$ cat src/rtl/quickq_bram_sequencer.sv
// Sorted-store sequencer over a single-port BRAM. Enqueue and dequeue each take 2n+1 busy cycles (n = count),
// then a one-cycle RSP. cmd_ready is high only in IDLE and RSP; commands arriving while busy wait on cmd_valid.
module quickq_bram_sequencer #(
  parameter int KW    = 16,
  parameter int DEPTH = 16,
  parameter int AW    = $clog2(DEPTH)
) (
  input  logic          clk,
  input  logic          rst_n,
  input  logic          cmd_valid,
  output logic          cmd_ready,
  input  logic          cmd_op,
  input  logic [KW-1:0] cmd_key,
  output logic          rsp_valid,
  output logic          rsp_err,
  output logic [KW-1:0] rsp_key,
  output logic [AW:0]   count,
  output logic          empty,
  output logic          full,
  output logic [AW-1:0] ram_addr,
  output logic          ram_we,
  output logic [KW-1:0] ram_wdata,
  input  logic [KW-1:0] ram_rdata
);

  typedef enum logic [3:0] {
    S_IDLE, S_E_RD, S_E_CMP, S_E_APP,
    S_D_HRD, S_D_HCAP, S_D_RD, S_D_WR, S_D_FIN, S_RSP
  } state_t;

  localparam logic [AW:0] LP_DEPTH = DEPTH[AW:0];
  localparam logic [AW:0] LP_ONE   = {{AW{1'b0}}, 1'b1};
  localparam logic [AW:0] LP_TWO   = LP_ONE + LP_ONE;

  state_t        r_state;
  logic [AW:0]   r_i;
  logic [KW-1:0] r_carry;
  logic [AW:0]   r_count;
  logic          r_err;
  logic [KW-1:0] r_rsp_key;

  logic          w_ready;
  logic          w_empty;
  logic          w_full;
  logic          w_swap;
  logic [AW:0]   w_i_inc;
  logic [AW:0]   w_i_inc2;

  assign w_ready  = (r_state == S_IDLE) || (r_state == S_RSP);
  assign w_empty  = (r_count == '0);
  assign w_full   = (r_count == LP_DEPTH);
  // Strict compare: equal keys never swap, so later arrivals stay behind earlier ones.
  assign w_swap   = (r_carry < ram_rdata);
  assign w_i_inc  = r_i + LP_ONE;
  assign w_i_inc2 = r_i + LP_TWO;

  assign cmd_ready = w_ready;
  assign rsp_valid = (r_state == S_RSP);
  assign rsp_err   = (r_state == S_RSP) && r_err;
  assign rsp_key   = r_rsp_key;
  assign count     = r_count;
  assign empty     = w_empty;
  assign full      = w_full;

  always_ff @(posedge clk or negedge rst_n) begin
    if (!rst_n) begin
      r_state   <= S_IDLE;
      r_i       <= '0;
      r_carry   <= '0;
      r_count   <= '0;
      r_err     <= 1'b0;
      r_rsp_key <= '0;
    end else begin
      case (r_state)
        S_IDLE, S_RSP: begin
          r_state <= S_IDLE;
          if (cmd_valid) begin
            r_i     <= '0;
            r_carry <= cmd_key;
            r_err   <= 1'b0;
            if (!cmd_op) begin
              if (w_full) begin
                r_err   <= 1'b1;
                r_state <= S_RSP;
              end else if (w_empty) begin
                r_state <= S_E_APP;
              end else begin
                r_state <= S_E_RD;
              end
            end else begin
              if (w_empty) begin
                r_err   <= 1'b1;
                r_state <= S_RSP;
              end else begin
                r_state <= S_D_HRD;
              end
            end
          end
        end
        S_E_RD: r_state <= S_E_CMP;
        S_E_CMP: begin
          if (w_swap) r_carry <= ram_rdata;
          r_i     <= w_i_inc;
          r_state <= (w_i_inc == r_count) ? S_E_APP : S_E_RD;
        end
        S_E_APP: begin
          r_count <= r_count + LP_ONE;
          r_state <= S_RSP;
        end
        S_D_HRD: r_state <= S_D_HCAP;
        S_D_HCAP: begin
          r_rsp_key <= ram_rdata;
          r_i       <= '0;
          r_state   <= (r_count == LP_ONE) ? S_D_FIN : S_D_RD;
        end
        S_D_RD: r_state <= S_D_WR;
        S_D_WR: begin
          r_i     <= w_i_inc;
          r_state <= (w_i_inc2 == r_count) ? S_D_FIN : S_D_RD;
        end
        S_D_FIN: begin
          r_count <= r_count - LP_ONE;
          r_state <= S_RSP;
        end
        default: r_state <= S_IDLE;
      endcase
    end
  end

  // Address depends only on registered state; only write enable/data look at ram_rdata.
  always_comb begin
    ram_addr  = '0;
    ram_we    = 1'b0;
    ram_wdata = '0;
    case (r_state)
      S_E_RD: ram_addr = r_i[AW-1:0];
      S_E_CMP: begin
        ram_addr  = r_i[AW-1:0];
        ram_we    = w_swap;
        ram_wdata = w_swap ? r_carry : '0;
      end
      S_E_APP: begin
        ram_addr  = r_count[AW-1:0];
        ram_we    = 1'b1;
        ram_wdata = r_carry;
      end
      S_D_RD: ram_addr = w_i_inc[AW-1:0];
      S_D_WR: begin
        ram_addr  = r_i[AW-1:0];
        ram_we    = 1'b1;
        ram_wdata = ram_rdata;
      end
      default: begin
        ram_addr  = '0;
        ram_we    = 1'b0;
        ram_wdata = '0;
      end
    endcase
  end

endmodule
$ cat config.mk
export PLATFORM = sky130hd
export DESIGN_NAME = quickq_bram_sequencer
export DESIGN_NICKNAME = d
export VERILOG_FILES = /design/src/rtl/quickq_bram_sequencer.sv
export SDC_FILE = /design/constraint.sdc
export NUM_CORES = 1
export LEC_CHECK = 0
export BUFFER_PORTS_ARGS = -buffer_cell sky130_fd_sc_hd__buf_2
export CAP_MARGIN = 40
export CORE_AREA = 5 5 88 90
export CTS_CLUSTER_DIAMETER = 50
export DETAILED_ROUTE_END_ITERATION = 10
export DIE_AREA = 0 0 93 95
export MAX_ROUTING_LAYER = met4
export PLACE_DENSITY = 0.74
export SLEW_MARGIN = 10
export SYNTH_ARGS = -nofsm -noshare
export SYNTH_HDL_FRONTEND = slang
export SYNTH_SLANG_ARGS = --single-unit
$ cat constraint.sdc
create_clock -name clk -period 3.85 [get_ports clk]
set_input_delay 0.77 -clock clk [delete_from_list [all_inputs] [get_ports clk]]
set_output_delay 0.77 -clock clk [all_outputs]
set_load 0.1 [all_outputs]
# Word-level counts from Yosys, hierarchy flattened
# Cells that the tools add are included.
word_totals:
  inputBits: 36
  output_inout_bits: 47
  register_bits: 47
  word_cells: 63
op_classes:
  n_addsub: 4
  n_lt_le_gt_ge: 1
  n_reduce_logical: 15
  n_eq_ne: 15
  muxes: 22
op_table:
  columns: ["op", "count"]
  rows:
  - ["16-bit two-way mux", 3]
  - ["16-bit one-hot mux with 3 select lines", 1]
  - ["16-bit one-hot mux with 2 select lines", 1]
  - ["4-bit one-hot mux with 8 select lines", 1]
  - ["4-bit two-way mux", 6]
  - ["4-bit by 3-bit == test with 1-bit output (second input constant)", 4]
  - ["16-bit less-than comparator", 1]
  - ["5-bit one-hot mux with 3 select lines", 1]
  - ["4-bit one-hot mux with 3 select lines", 1]
  - ["5-bit by 1-bit adder with 5-bit output (second input constant)", 2]
  - ["5-bit == test", 2]
  - ["5-bit one-hot mux with 2 select lines", 1]
  - ["4-bit by 2-bit == test with 1-bit output (second input constant)", 2]
  - ["4-bit == test (second input constant)", 2]
  - ["2-bit OR reduction", 4]
  - ["5-bit by 2-bit adder with 5-bit output (second input constant)", 1]
  - ["5-bit by 1-bit == test with 1-bit output (second input constant)", 1]
  - ["5-bit == test (second input constant)", 1]
  - ["5-bit zero test", 1]
  - ["5-bit two-way mux", 1]
  - ["5-bit by 1-bit subtractor with 5-bit output (second input constant)", 1]
  - ["4-bit by 1-bit == test with 1-bit output (second input constant)", 1]
  - ["4-bit zero test", 1]
  - ["2-bit two-way mux", 2]
  - ["other kinds (10)", 15]

# Longest topological paths before layout
depth:
  depth_word: 6
  ltp_mapped: 9
  ltp_nobuf: 7

# Worst setup path before layout
# No wires, ideal clock.
synth_path:
  path_type: "register to output"
  start: "reg r_state[3]"
  end: "out ram_addr[3]"
  path_buffers: 1
  arrival_time_ns: 4.790
  t_required_ns: 3.080
  path_stages_with_launch: 5
  setup_slack_ns: -1.710
  cell_sequence: "dfrtp_1 clkbuf_1 nand2b_1 or3b_2 o311ai_0"
synth_via:
  elab_chain_len: 3
  word_cells_on_any_way: 7
  cone_classes: "5 x eq/ne; 1 x mux; 1 x reduce/logical"
synth_rtl:
  columns: ["item", "line", "text"]
  rows:
  - ["start: declaration", "35", "state_t r_state;"]
  - ["start signal: assignment", "104", "r_state <= (w_i_inc == r_count) ? S_E_APP : S_E_RD;"]
  - ["start signal: assignment", "114", "r_state <= (r_count == LP_ONE) ? S_D_FIN : S_D_RD;"]
  - ["start signal: assignment", "119", "r_state <= (w_i_inc2 == r_count) ? S_D_FIN : S_D_RD;"]
  - ["4-bit by 3-bit == test with 1-bit output (tied with other cells)", "135", "case (r_state)"]
  - ["3-bit OR reduction (no source line)", null, null]
  - ["4-bit one-hot mux with 3 select lines *", "135", null]
  - ["end: declaration", "20", "output logic [AW-1:0] ram_addr,"]
# Every way passes the cells marked *; elsewhere a longest branch is shown, timed or not.

# Final worst setup path
layout_path:
  start: "in ram_rdata[15]"
  end: "out ram_wdata[11]"
layout_via:
  elab_chain_len: 3
layout_rtl:
  columns: ["item", "line", "text"]
  rows:
  - ["start: declaration", "23", "input logic [KW-1:0] ram_rdata"]
  - ["16-bit less-than comparator", "53", "assign w_swap = (r_carry < ram_rdata);"]
  - ["16-bit two-way mux", "140", "ram_wdata = w_swap ? r_carry : '0;"]
  - ["16-bit one-hot mux with 3 select lines", "135", null]
  - ["end: declaration", "22", "output logic [KW-1:0] ram_wdata,"]
# Every way passes these cells.

==> impl_results.md <==
- Run status: finished, final reports clean
- Drt drc: 0
- Die width: 93 um
- Min-Delay Path Class: input pin to asynchronous set/reset pin
- Clock transition at the registers of the reported paths: 0.09 ns
- Synth Flop Type: dfrtp_1
- Largest net degree at the start of global routing: 26
- Setup_tns: 0 ns
- Initial DRC Count: 142
- Worst r2r path cells: 8
- Synth cell types: 54
- Final hold violations: 0
- RR Endpoint: r_carry[2]$_DFFE_PN0P_
- # diodes: 0
- CP max FO: 16
- Worst Skew: 0.00612 ns
- Core area: 6980 um2
- Post-CTS sizing: 0
- Hold-fix buffers, CTS: 0
- Syn avg cell area: 10.2 um2
- Achievable Freq: 271 MHz
- Clk sinks: 47
- Finished Core Util: 0.598
- Worst path max stage delay: 0.48 ns
- Antenna viol nets, final: 0
- Flop-to-flop setup slack: 0.92 ns
- FF+latch count, synth: 47
- Total track usage: 0.205
- Critical Path RT: 3.08 ns
- Drt total wl: 8390 um
- Ys Warns: 0
- Layout Nets: 456
- Post-route cell area: 4180 um2
- Crit-path leading delay family: simple AND/OR/NAND/NOR gates
- TritonRoute pass-1 iters: 4
- WS Path Type: input pin to primary output
- CTS tree: yes
- Number of global-route vias before repair: 2839
- Port Buffers: 82
- Reg2reg start: r_carry[15]$_DFFE_PN0P_
- Initial antenna violation count: 0
- Clk Latency, worst-skew pair: 0.30 ns
- Vias: 2787
- Synthesized instance count: 324
- Root Buffer: clkbuf_8
- Final worst path period need: 3.69 ns
- Post-synthesis cell area: 3290 um2
- CTS H-tree depth: 2
- Avg WL per Cell: 17.4 um
- Deepest clock path buffer count: 2
- EDFF count, synth: 0
- Rows: 31
- Fin. max-slew vios: 0
- Area delta synth->final: 27.0%
- Setup Viol. Count Final: 0
- Initial Util: 0.471
- Synth async-reset ratio: 1.00
- Startpoint Class: input pin
- GP Congestion: 0.910
- Slowest CP cell: nor4bb_2
- Crit share post-route: 0.958
- Least-Margin Pin Slew: 0.692 ns
- Die Ht: 95 um
- # Post-CTS Setup Buffers: 0
- First-pass GRT wire length: 14000 um
- Min Hold Slack: 0.467 ns
- Share of layout cells above drive strength 1: 0.390
- FILL cells: 594
- Placed cell areas: 4050 um2
- Worst Path Arrival: 2.92 ns
- Die area: 8840 um2
- Seq/Total Area, Yosys: 0.358
- Slew margin rel.: 0.539
- Setup crit end kind: primary output
- GRT Residual Overflow: 0
- Detailed placement HPWL: 6300 um
- Vias per std cell: 5.78
- TritonCTS buffer count: 5
- Max_cap viols: 0
- Buffers & Inverters on Critical Path: 4
- Net Count, Synth: 381
- CP cell instances: buf_2, inv_1, ha_1, nand4_1, nor3_1, nor4bb_2, o31ai_2, buf_4, a22o_1, buf_12
- Top Ports: 83
[state kept, by name (all words and copies together), names as in the netlist]
register  flops
r_carry      16
rsp_key      16
count         5
r_i           5
r_state       4
r_err         1
[routing by layer]
layer / track usage / wire [um]
met5: - / 0
met4: 0.0757 / 161
met3: 0.0327 / 441
met2: 0.323 / 3950
met1: 0.268 / 3840
[worst max path at each step]
stage                         start            end  slack [ns]  depth (start not counted)
5_1_grt               ram_rdata[15]  ram_wdata[11]       -0.03                         10
3_5_place_dp          ram_rdata[15]  ram_wdata[10]        0.11                         10
3_3_place_gp          ram_rdata[15]  ram_wdata[14]        0.20                         10
2_1_floorplan  r_state[3]$_DFF_PN0_    ram_addr[3]       -0.53                          4
6_report              ram_rdata[15]  ram_wdata[11]        0.16                         10
4_1_cts               ram_rdata[15]  ram_wdata[13]        0.11                         10
[kinds of logic (layout without fill, tap and decap cells)]
kind of cell | after synthesis | in the layout | synth area share
simple gates | 84 | 84 | 0.137
compound gates | 64 | 64 | 0.145
mux | 50 | 50 | 0.182
flops | 47 | 47 | 0.358
buf+inv | 41 | 117 | 0.0529
fa+ha+maj | 21 | 21 | 0.0799
xor+xnor | 17 | 17 | 0.0453
[metrics by stage]
| step | setup WS, ns | std cells |
|---|---|---|
| after floorplan | -0.529 | 324 |
| after global placement | 0.204 | 473 |
| after detailed placement | 0.105 | 474 |
| after CTS | 0.105 | 482 |
| after global routing | -0.0309 | 482 |
| final | 0.161 | 482 |
[worst reg2reg max path, cell delays in order, from the launching register on]
cell and delay, ns:
dfrtp_1 0.43, ha_1 0.34, nand4_1 0.15, nor3_1 0.30
nor4bb_2 0.49, buf_4 0.19, o31a_1 0.24, buf_4 0.31
mux2_2 0.38
[cell type report]
class,count,area (um2),share of cell area
multi-input cells,236,1970,0.471
flip-flops and latches,47,1180,0.282
repair buffers,89,738,0.177
well taps,82,103,0.0246
clock buffers,6,82.6,0.0198
inverters,20,75.1,0.0180
clock inverters,2,35.0,0.00839
[placed cells by master (no fill, tap or decap), types with 8 or more instances in the layout]
| cell type | synthesis | layout |
|---|---|---|
| a21oi_1 | 9 | 9 |
| a22o_1 | 16 | 16 |
| buf_12 | 0 | 17 |
| buf_2 | 1 | 65 |
| dfrtp_1 | 47 | 47 |
| ha_1 | 21 | 21 |
| inv_1 | 20 | 20 |
| mux2_2 | 38 | 38 |
| mux2_4 | 10 | 10 |
| nand2_1 | 21 | 21 |
| nor2_1 | 18 | 17 |
| o21ai_0 | 12 | 12 |
| xnor2_1 | 9 | 9 |
| xor2_1 | 8 | 8 |
[Yosys cell counts, types with 6 or more instances]
cell type  count  share of area
nand3_1        6         0.0091
a21oi_1        9          0.014
xor2_1         8          0.021
nand4_1        6          0.011
dfrtp_1       47           0.36
nand2_1       21          0.024
clkbuf_1      15          0.017
nand2b_1       6          0.011
mux2_2        38           0.13
nor2_1        18          0.021
mux2_4        10          0.046
o21ai_0       12          0.018
inv_1         20          0.023
ha_1          21          0.080
a22o_1        16          0.043
xnor2_1        9          0.024
Power is left out: the tool's default activity adds up to more than one toggle a clock period on the data nets, which glitch-free logic cannot reach.
